File: config.mk
export PLATFORM = sky130hd
export DESIGN_NAME = keypad_scan_ctrl
export DESIGN_NICKNAME = d
export VERILOG_FILES = /design/src/rtl/keypad_scan_ctrl.sv
export SDC_FILE = /design/constraint.sdc
export NUM_CORES = 1
export LEC_CHECK = 0
export BUFFER_PORTS_ARGS = -buffer_cell sky130_fd_sc_hd__buf_2
export CAP_MARGIN = 5
export CORE_ASPECT_RATIO = 0.75
export CORE_UTILIZATION = 55
export CTS_CLUSTER_SIZE = 24
export DETAILED_ROUTE_END_ITERATION = 6
export PLACE_DENSITY = 0.87
export SETUP_SLACK_MARGIN = 0.1
export SYNTH_ARGS = -nofsm -noshare
export SYNTH_HDL_FRONTEND = slang
export SYNTH_SLANG_ARGS = --single-unit
File: constraint.sdc
create_clock -name slow_clk -period 5.2 [get_ports slow_clk]
set_clock_uncertainty 0.2 [all_clocks]
set_input_delay 0.26 -clock slow_clk [delete_from_list [all_inputs] [get_ports slow_clk]]
set_output_delay 0.26 -clock slow_clk [all_outputs]
set_load 0.01 [all_outputs]
File: src/rtl/keypad_scan_ctrl.sv
// Matrix keypad scan controller: one-hot column strobe, row synchroniser,
// press/release debounce, scan freeze while held, valid/ready key events.
module keypad_scan_ctrl #(
   parameter int COLS         = 4,
   parameter int ROWS         = 4,
   parameter int SETTLE_CYC   = 3,
   parameter int DEBOUNCE_CYC = 4
) (
   input  logic                            slow_clk,
   input  logic                            rst,
   input  logic [ROWS-1:0]                 rows_in,
   output logic [COLS-1:0]                 col_out,
   output logic [$clog2(COLS)-1:0]         col_idx,
   output logic                            key_valid,
   output logic [$clog2(ROWS*COLS)-1:0]    key_code,
   input  logic                            key_ready,
   output logic                            key_held,
   output logic                            overrun
);

   localparam int CW = $clog2(COLS);
   localparam int KW = $clog2(ROWS * COLS);
   localparam int RW = (ROWS > 1) ? $clog2(ROWS) : 1;
   localparam int SW = $clog2(SETTLE_CYC + 1);
   localparam int DW = $clog2(DEBOUNCE_CYC + 1);

   typedef enum logic [1:0] {
      SCAN     = 2'd0,
      DEBOUNCE = 2'd1,
      HOLD     = 2'd2
   } state_t;

   state_t          state_q, state_d;
   logic [ROWS-1:0] sync1_q, sync1_d;
   logic [ROWS-1:0] rows_s_q, rows_s_d;
   logic [ROWS-1:0] pat_q, pat_d;
   logic [RW-1:0]   row_q, row_d;
   logic [COLS-1:0] col_out_q, col_out_d;
   logic [CW-1:0]   col_idx_q, col_idx_d;
   logic [SW-1:0]   dwell_q, dwell_d;
   logic [DW-1:0]   cnt_q, cnt_d;
   logic            valid_q, valid_d;
   logic [KW-1:0]   code_q, code_d;
   logic            held_q, held_d;
   logic            ovr_q, ovr_d;

   logic [RW-1:0]   low_idx;
   logic [RW-1:0]   conf_row;
   logic            advance;
   logic            confirm;

   // Next-state: scan/debounce/hold sequencing and event slot handshake
   always_comb begin
      state_d   = state_q;
      sync1_d   = rows_in;
      rows_s_d  = sync1_q;
      pat_d     = pat_q;
      row_d     = row_q;
      col_out_d = col_out_q;
      col_idx_d = col_idx_q;
      dwell_d   = dwell_q;
      cnt_d     = cnt_q;
      valid_d   = valid_q;
      code_d    = code_q;
      held_d    = held_q;
      ovr_d     = 1'b0;
      advance   = 1'b0;
      confirm   = 1'b0;
      conf_row  = row_q;
      low_idx   = '0;
      for (int i = ROWS - 1; i >= 0; i--) begin
         if (rows_s_q[i]) low_idx = RW'(i);
      end
      case (state_q)
         SCAN: begin
            if (dwell_q == SW'(SETTLE_CYC)) begin
               if (rows_s_q == '0) begin
                  advance = 1'b1;
               end else begin
                  pat_d    = rows_s_q;
                  row_d    = low_idx;
                  conf_row = low_idx;
                  dwell_d  = '0;
                  if (DEBOUNCE_CYC == 1) begin
                     confirm = 1'b1;
                  end else begin
                     state_d = DEBOUNCE;
                     cnt_d   = DW'(1);
                  end
               end
            end else begin
               dwell_d = dwell_q + 1'b1;
            end
         end
         DEBOUNCE: begin
            if (rows_s_q == pat_q) begin
               if (cnt_q == DW'(DEBOUNCE_CYC - 1)) confirm = 1'b1;
               else cnt_d = cnt_q + 1'b1;
            end else begin
               advance = 1'b1;
            end
         end
         HOLD: begin
            if (rows_s_q == '0) begin
               if (cnt_q == DW'(DEBOUNCE_CYC - 1)) begin
                  held_d  = 1'b0;
                  advance = 1'b1;
               end else begin
                  cnt_d = cnt_q + 1'b1;
               end
            end else begin
               cnt_d = '0;
            end
         end
         default: state_d = SCAN;
      endcase
      if (advance) begin
         state_d   = SCAN;
         dwell_d   = '0;
         cnt_d     = '0;
         col_out_d = {col_out_q[COLS-2:0], col_out_q[COLS-1]};
         col_idx_d = (col_idx_q == CW'(COLS - 1)) ? '0 : col_idx_q + 1'b1;
      end
      if (confirm) begin
         state_d = HOLD;
         held_d  = 1'b1;
         cnt_d   = '0;
         if (!valid_q || key_ready) begin
            valid_d = 1'b1;
            code_d  = KW'(int'(conf_row) * COLS + int'(col_idx_q));
         end else begin
            ovr_d = 1'b1;
         end
      end else if (valid_q && key_ready) begin
         valid_d = 1'b0;
      end
   end

   // State registers with asynchronous active-low clear
   always_ff @(posedge slow_clk or negedge rst) begin
      if (!rst) begin
         state_q   <= SCAN;
         sync1_q   <= '0;
         rows_s_q  <= '0;
         pat_q     <= '0;
         row_q     <= '0;
         col_out_q <= COLS'(1);
         col_idx_q <= '0;
         dwell_q   <= '0;
         cnt_q     <= '0;
         valid_q   <= 1'b0;
         code_q    <= '0;
         held_q    <= 1'b0;
         ovr_q     <= 1'b0;
      end else begin
         state_q   <= state_d;
         sync1_q   <= sync1_d;
         rows_s_q  <= rows_s_d;
         pat_q     <= pat_d;
         row_q     <= row_d;
         col_out_q <= col_out_d;
         col_idx_q <= col_idx_d;
         dwell_q   <= dwell_d;
         cnt_q     <= cnt_d;
         valid_q   <= valid_d;
         code_q    <= code_d;
         held_q    <= held_d;
         ovr_q     <= ovr_d;
      end
   end

   assign col_out   = col_out_q;
   assign col_idx   = col_idx_q;
   assign key_valid = valid_q;
   assign key_code  = code_q;
   assign key_held  = held_q;
   assign overrun   = ovr_q;

endmodule

==> metrics.md, run 1 <==
| Metric | Value |
|---|---|
| Clk buf depth | 2 |
| Max incr delay on CP | 0.86 ns |
| Setup violators final | 0 |
| Relative slew slack | 27.9% |
| Drt initial violations | 38 |
| Cell count after synthesis | 127 |
| Largest fanout on the critical path | 13 |
| Net count after synthesis | 141 |
| FF-to-FF Start | state_q[1] |
| Per-cell routed wire length | 14.3 microns |
| Outcome | complete, no violations |
| # rows | 16 |
| Largest net degree at the start of global routing | 35 |
| H-tree depth | 2 |
| Commonest cells after routing, fill and taps aside | dfrtp_1 (33), nand2_1 (19), buf_2 (19), nor2_1 (10), mux2_2 (10) |
| Fin crit share | 47.4% |
| Most common cell after layout, fill and taps aside | dfrtp_1 |
| CTS Buf Count | 5 |
| Register area share after synthesis | 56.8% |
| Worst setup SP type | register |
| Slew Limit Fails | 0 |
| Maxcap violations | 0 |
| Layout overhead on the synthesized area | 16.8% |
| Synthesized flop and latch total | 34 |
| Final min period | 2.47 ns |
| Hold Path End | rows_s_q[0] |
| Tightest Pin Transition | 1.08 ns |
| Number of global-route vias before repair | 864 |
| Peak VDD IR | 312 uV |
| Max Clk Rate | 406 MHz |
| CP Cell Sequence | inv_1 > ha_1 > nand2_1 > o2bb2ai_1 > nor4b_1 > mux2_4 |
| Ranking of synthesized cells by area | dfrtp_1 (55%), mux2_2 (7.5%), ha_1 (5.8%) |
| Layout Utilization | 67.4% |
| Fin nets | 171 |
| Die extent in y | 47.3 microns |
| Synth top area share | 55.0% |
| Worst flop-to-flop path endpoint | cnt_q[1] |
| Cell area after synthesis | 1500 sq um |
| DRT Pass-1 Iters | 4 |
| CTS tree | built |
| Clk_lat worst skew | 0.33 ns |
| Critical path type | reg -> reg |
| Vias per cell | 5.23 |
| Routability cong. | 0.904 |
| Reg2reg path depth | 6 |
| Grt total ovfl | 0 |
| Synth cell types | 37 |
| Worst path bufs/invs | 1 |
| Ys Warns | 0 |
| DRC | 0 |
| Detailed placer's ending HPWL | 1890 microns |
| Antenna violations before repair | 0 |
| Die Wd | 62.3 microns |
| Reg2Reg Setup Slack | 2.73 ns |
| Antenna Nets Post-Route | 0 |
| Total GRT Usage | 19.1% |
| Crit end category | register |
| Clock sink count | 34 |
| Drt total wl | 2770 microns |
| Core area | 2600 sq um |
| IO Count | 20 |
| Pwr/cell area | 434 nW/um^2 |
| Delay-heaviest family, CP | compound AO/OA/AOI/OAI gates |
| Final Hold Viols | 0 |
| Critical-path top delay cell | o2bb2ai_1 |
| Die area | 2950 sq um |
| Hold Path Origin | rows_s_d[0] |
| First-pass GRT wire length | 3970 microns |
| Total Neg Setup Slack | 0 ns |
| # port buffers | 19 |
| Yosys top cell by area | dfrtp_1 |
| Fraction of layout cells with a size suffix above 1 | 27.8% |
| Hold Path Stages | 0 |
| Syn_area_per_cell | 11.8 sq um |
| P_leak | 0.888 nW |
| Via count | 1014 |
| Initial Utilization | 57.7% |
| Worst-path clk slew | 0.11 ns |
| RSZ-0062 raised after global routing | false |
| Required time worst endpoint | 5.23 ns |
| Root buffer cell | clkbuf_4 |
| Buffer count from post-CTS setup fixing | 0 |
| WP data arrival | 2.50 ns |
| Filler Cell Count | 191 |
| Worst min path class | reg -> reg |
| Antenna cell count | 0 |
-- synth_stat cells --
library cell   n
and2_1         1
inv_1          5
nand2_1       19
ha_1           7
nor3b_1        1
clkbuf_1       1
mux2_2        10
a21boi_0       1
a21oi_1        5
nor4_4         1
and2_0         1
or3_1          1
o2bb2ai_1      2
nand3_1        2
buf_4          1
and3_1         1
nor4_1         1
nor2_1        10
o221a_2        1
nor3_1         2
dfstp_2        1
a22o_1         1
dfrtp_1       33
or4_4          1
o31a_1         1
nor4b_1        1
nor2b_1        1
nand3b_1       1
mux2_4         2
o22ai_1        1
o21ai_0        2
o31ai_1        1
xor2_1         4
nand2b_1       1
nand2_2        1
a21o_1         1
o22a_1         1
-- what timing repair did --
action	CTS	global route
resized for setup	0	0
hold buffers	6	0
hold endpoints to repair	39	0
-- flip-flops by register name, summed over array words and instances, names as in the netlist, 2 cells and up --
register and cells:
cnt_q 3, col_idx 2, col_out 4, dwell_q 2, key_code 4, pat_q 4
row_q 2, rows_s_d 4, rows_s_q 4, state_q 2
-- per-layer routing --
metal  global-route usage (%)  part of all wire [%]  wire length (microns)  up-vias
met5                        0                     0                      0        -
met4                     13.0                  0.36                     10        0
met3                     6.07                   3.2                     89        2
met2                     28.8                    46                   1280       24
met1                     24.5                    50                   1390      488
li1                         -                     -                      -      500
-- worst max path at each step --
stage / depth (start not counted) / start / end / slack (ns)
final: 6 / state_q[1] / cnt_q[1] / 2.73
after floorplan: 5 / rows_s_q[0] / col_idx[0] / 3.13
after global placement: 4 / rows_s_q[0] / col_out[1] / 2.91
after global routing: 7 / state_q[0] / cnt_q[1] / 2.57
after CTS: 6 / state_q[0] / col_idx[1] / 2.78
after detailed placement: 7 / state_q[0] / cnt_q[1] / 2.81
-- cells by family after synthesis --
| kind of cell | count (synthesis) | synth area share (%) |
|---|---|---|
| buf+inv | 7 | 2.00 |
| fa+ha+maj | 7 | 5.83 |
| compound gates | 17 | 7.92 |
| xor+xnor | 4 | 2.33 |
| simple gates | 46 | 15.7 |
| mux | 12 | 9.50 |
| flops | 34 | 56.8 |
-- power by group --
| part | switching (W) | internal (W) | total (W) | leakage, nW |
|---|---|---|---|---|
| clock | 0.0000909 | 0.0000650 | 0.000156 | 0.0343 |
| sequential | 0.0000408 | 0.000316 | 0.000357 | 0.431 |
| combinational | 0.000134 | 0.000115 | 0.000249 | 0.423 |
| total | 0.000266 | 0.000496 | 0.000762 | 0.888 |
-- stage by stage --
stage	total power, W	setup slack (ns)	instance area (sq um)	hold slack [ns]	std cells
floorplan	0.000547	3.13	1500	-0.236	127
global placement	0.000585	2.91	1630	0.132	180
detailed placement	0.000604	2.81	1630	0.140	180
CTS	0.000765	2.78	1750	0.164	194
global route	0.000809	2.57	1750	0.169	194
finish	0.000762	2.73	1750	0.162	194
-- area by class of cell --
cell class	instances	area, sq um	share of cell area (%)
clock buffer	6	51.3	2.92
tap	36	45.0	2.57
multi-input combinational	86	619	35.3
sequential	34	852	48.6
inverter	5	18.8	1.07
clock inverter	2	12.5	0.713
timing repair buffer	25	155	8.84
Power figures use the tool's default switching activity.
==> run 2: changes to the inputs <==
--- a/config.mk
+++ b/config.mk
@@ -8,10 +8,10 @@
 export BUFFER_PORTS_ARGS = -buffer_cell sky130_fd_sc_hd__buf_2
 export CAP_MARGIN = 5
 export CORE_ASPECT_RATIO = 0.75
-export CORE_UTILIZATION = 55
+export CORE_UTILIZATION = 50
 export CTS_CLUSTER_SIZE = 24
 export DETAILED_ROUTE_END_ITERATION = 6
-export PLACE_DENSITY = 0.87
+export PLACE_DENSITY = 0.83
 export SETUP_SLACK_MARGIN = 0.1
 export SYNTH_ARGS = -nofsm -noshare
 export SYNTH_HDL_FRONTEND = slang
==> constraint.sdc (replaced) <==
create_clock -name slow_clk -period 2 [get_ports slow_clk]
set_clock_uncertainty 0.2 [all_clocks]
set_input_delay 0.1 -clock slow_clk [delete_from_list [all_inputs] [get_ports slow_clk]]
set_output_delay 0.1 -clock slow_clk [all_outputs]
set_load 0.01 [all_outputs]
==> metrics.md, run 2 (synthesis gave the netlist of run 1 again) <==
| Metric | Value |
|---|---|
| Layout overhead on the synthesized area | 42.6% |
| Crit end category | register |
| Worst hold slack | 0.155 ns |
| Root buffer cell | clkbuf_8 |
| Layout Utilization | 78.6% |
| CTS Buf Count | 5 |
| Multi-input gate area | 776 sq um |
| Largest fanout on the critical path | 3 |
| Total GRT Usage | 24.8% |
| Critical path type | reg -> reg |
| Die Wd | 65.3 microns |
| Peak VDD IR | 773 uV |
| Antenna Nets Post-Route | 0 |
| Core area | 2720 sq um |
| Register area | 853 sq um |
| # port buffers | 19 |
| Routability cong. | 0.854 |
| Initial Utilization | 55.1% |
| Number of global-route vias before repair | 1180 |
| Antenna cell count | 0 |
| Largest net degree at the start of global routing | 35 |
| Fraction of layout cells with a size suffix above 1 | 45.3% |
| H-tree depth | 2 |
| Worst-path clk slew | 0.08 ns |
| Outcome | finished, violations left |
| Per-cell routed wire length | 21.0 microns |
| P_leak | 1.05 nW |
| Final worst slack | -0.132 ns |
| # rows | 16 |
| Drt total wl | 4550 microns |
| CTS tree | built |
| Critical-path top delay cell | or4_4 |
| Detailed placer's ending HPWL | 2030 microns |
| Non-Filler Instances | 217 |
| DRC | 0 |
| Clk_lat worst skew | 0.29 ns |
| CP Cell Sequence | or4_4 > nand2_2 > nand2_1 > o31a_1 > mux2_4 |
| Filler Cell Count | 157 |
| WP data arrival | 2.11 ns |
| Commonest cells after routing, fill and taps aside | dfrtp_1 (32), nand2_1 (19), buf_2 (19), buf_4 (19), mux2_4 (12) |
| Tightest Pin Transition | 0.737 ns |
| DP Cell Count | 193 |
| Via count | 1244 |
| Slew Limit Fails | 0 |
| Worst min path class | reg -> reg |
| Most common cell after layout, fill and taps aside | dfrtp_1 |
| Antenna violations before repair | 0 |
| RSZ-0062 raised after global routing | true |
| Worst setup SP type | register |
| Failing checks | setup timing |
| Drt initial violations | 118 |
| Max Clk Rate | 469 MHz |
| Die area | 3230 sq um |
| Pre-CTS setup slack | -0.0987 ns |
| DRT Pass-1 Iters | 4 |
| Fin crit share | 107% |
| Required time worst endpoint | 1.97 ns |
| Clock sink count | 34 |
| Clk buf depth | 2 |
| Pwr/cell area | 1230 nW/um^2 |
| Maxcap violations | 0 |
| Final min period | 2.13 ns |
| Grt total ovfl | 0 |
| First-pass GRT wire length | 5800 microns |
| Relative slew slack | 50.8% |
| Max incr delay on CP | 0.57 ns |
| IO Count | 20 |
| Total Power | 0.00263 W |
| Fin nets | 194 |
| Setup violators final | 12 |
| Die extent in y | 49.5 microns |
| Vias per cell | 5.73 |
| Final Hold Viols | 0 |
## run 2: cell types whose count changed in the layout (fill, tap and decap cells not counted), sizes merged
cell,delta
clkbuf,+1
buf,+22
clkinv,-1
o2bb2ai,+1
clkinvlp,-1
bufinv,+1
## run 2: repair_timing
| action | in CTS | in global routing |
|---|---|---|
| pin swaps | 7 | 11 |
| resized for setup | 11 | 19 |
| gates cloned | 0 | 1 |
| endpoints found under the setup margin | 17 | 18 |
| endpoints found under the hold margin | 39 | 0 |
| hold buffers | 6 | 0 |
| buffers inserted | 4 | 5 |
## run 2: per-layer routing
layer	share of wire, %	vias up	global-route usage, %
li1	-	546	-
met5	0	-	0
met1	43	624	32.2
met3	6.2	15	6.02
met4	2.6	0	8.70
met2	49	59	40.5
## run 2: final timing paths
| path | slack [ns] | start | to | cells past startpoint |
|---|---|---|---|---|
| worst max-delay path | -0.13 | rows_s_q[0] | cnt_q[1] | 5 |
| worst min-delay path | 0.16 | rows_s_d[1] | rows_s_q[1] | 0 |
| worst max register to register | -0.13 | rows_s_q[0] | cnt_q[1] | 5 |
| worst min register to register | 0.16 | rows_s_d[1] | rows_s_q[1] | 0 |
| max in group asynchronous | 0.89 | rst | rows_s_q[2] | 2 |
| min in group asynchronous | 0.20 | rst | rows_s_q[2] | 2 |
## run 2: stage by stage
step,TNS [ns],area [sq um]
6_report,-0.772,2140
3_5_place_dp,-0.970,1750
5_1_grt,-1.33,2140
3_3_place_gp,-0.603,1750
2_1_floorplan,-0.0497,1530
4_1_cts,-0.513,2010
## run 2: power by group
part | switching, W | internal [W]
clock network | 0.000267 | 0.000407
logic | 0.000521 | 0.000489
registers | 0.000126 | 0.000824
## run 2: worst max-delay path, delay by kind of cell (launching register included)
kind,cells,cell delay (ns)
simple gates,3,0.71
flops,1,0.43
compound gates,1,0.35
mux,1,0.31
## run 2: final cells by class
| cell class | count | area share, % |
|---|---|---|
| Clock buffer | 7 | 4.03 |
| Tap cell | 36 | 2.10 |
| Timing Repair Buffer | 47 | 15.5 |
| Inverter | 5 | 0.877 |
| Clock inverter | 1 | 1.40 |
| Sequential cell | 34 | 39.9 |
| Multi-Input combinational cell | 87 | 36.2 |
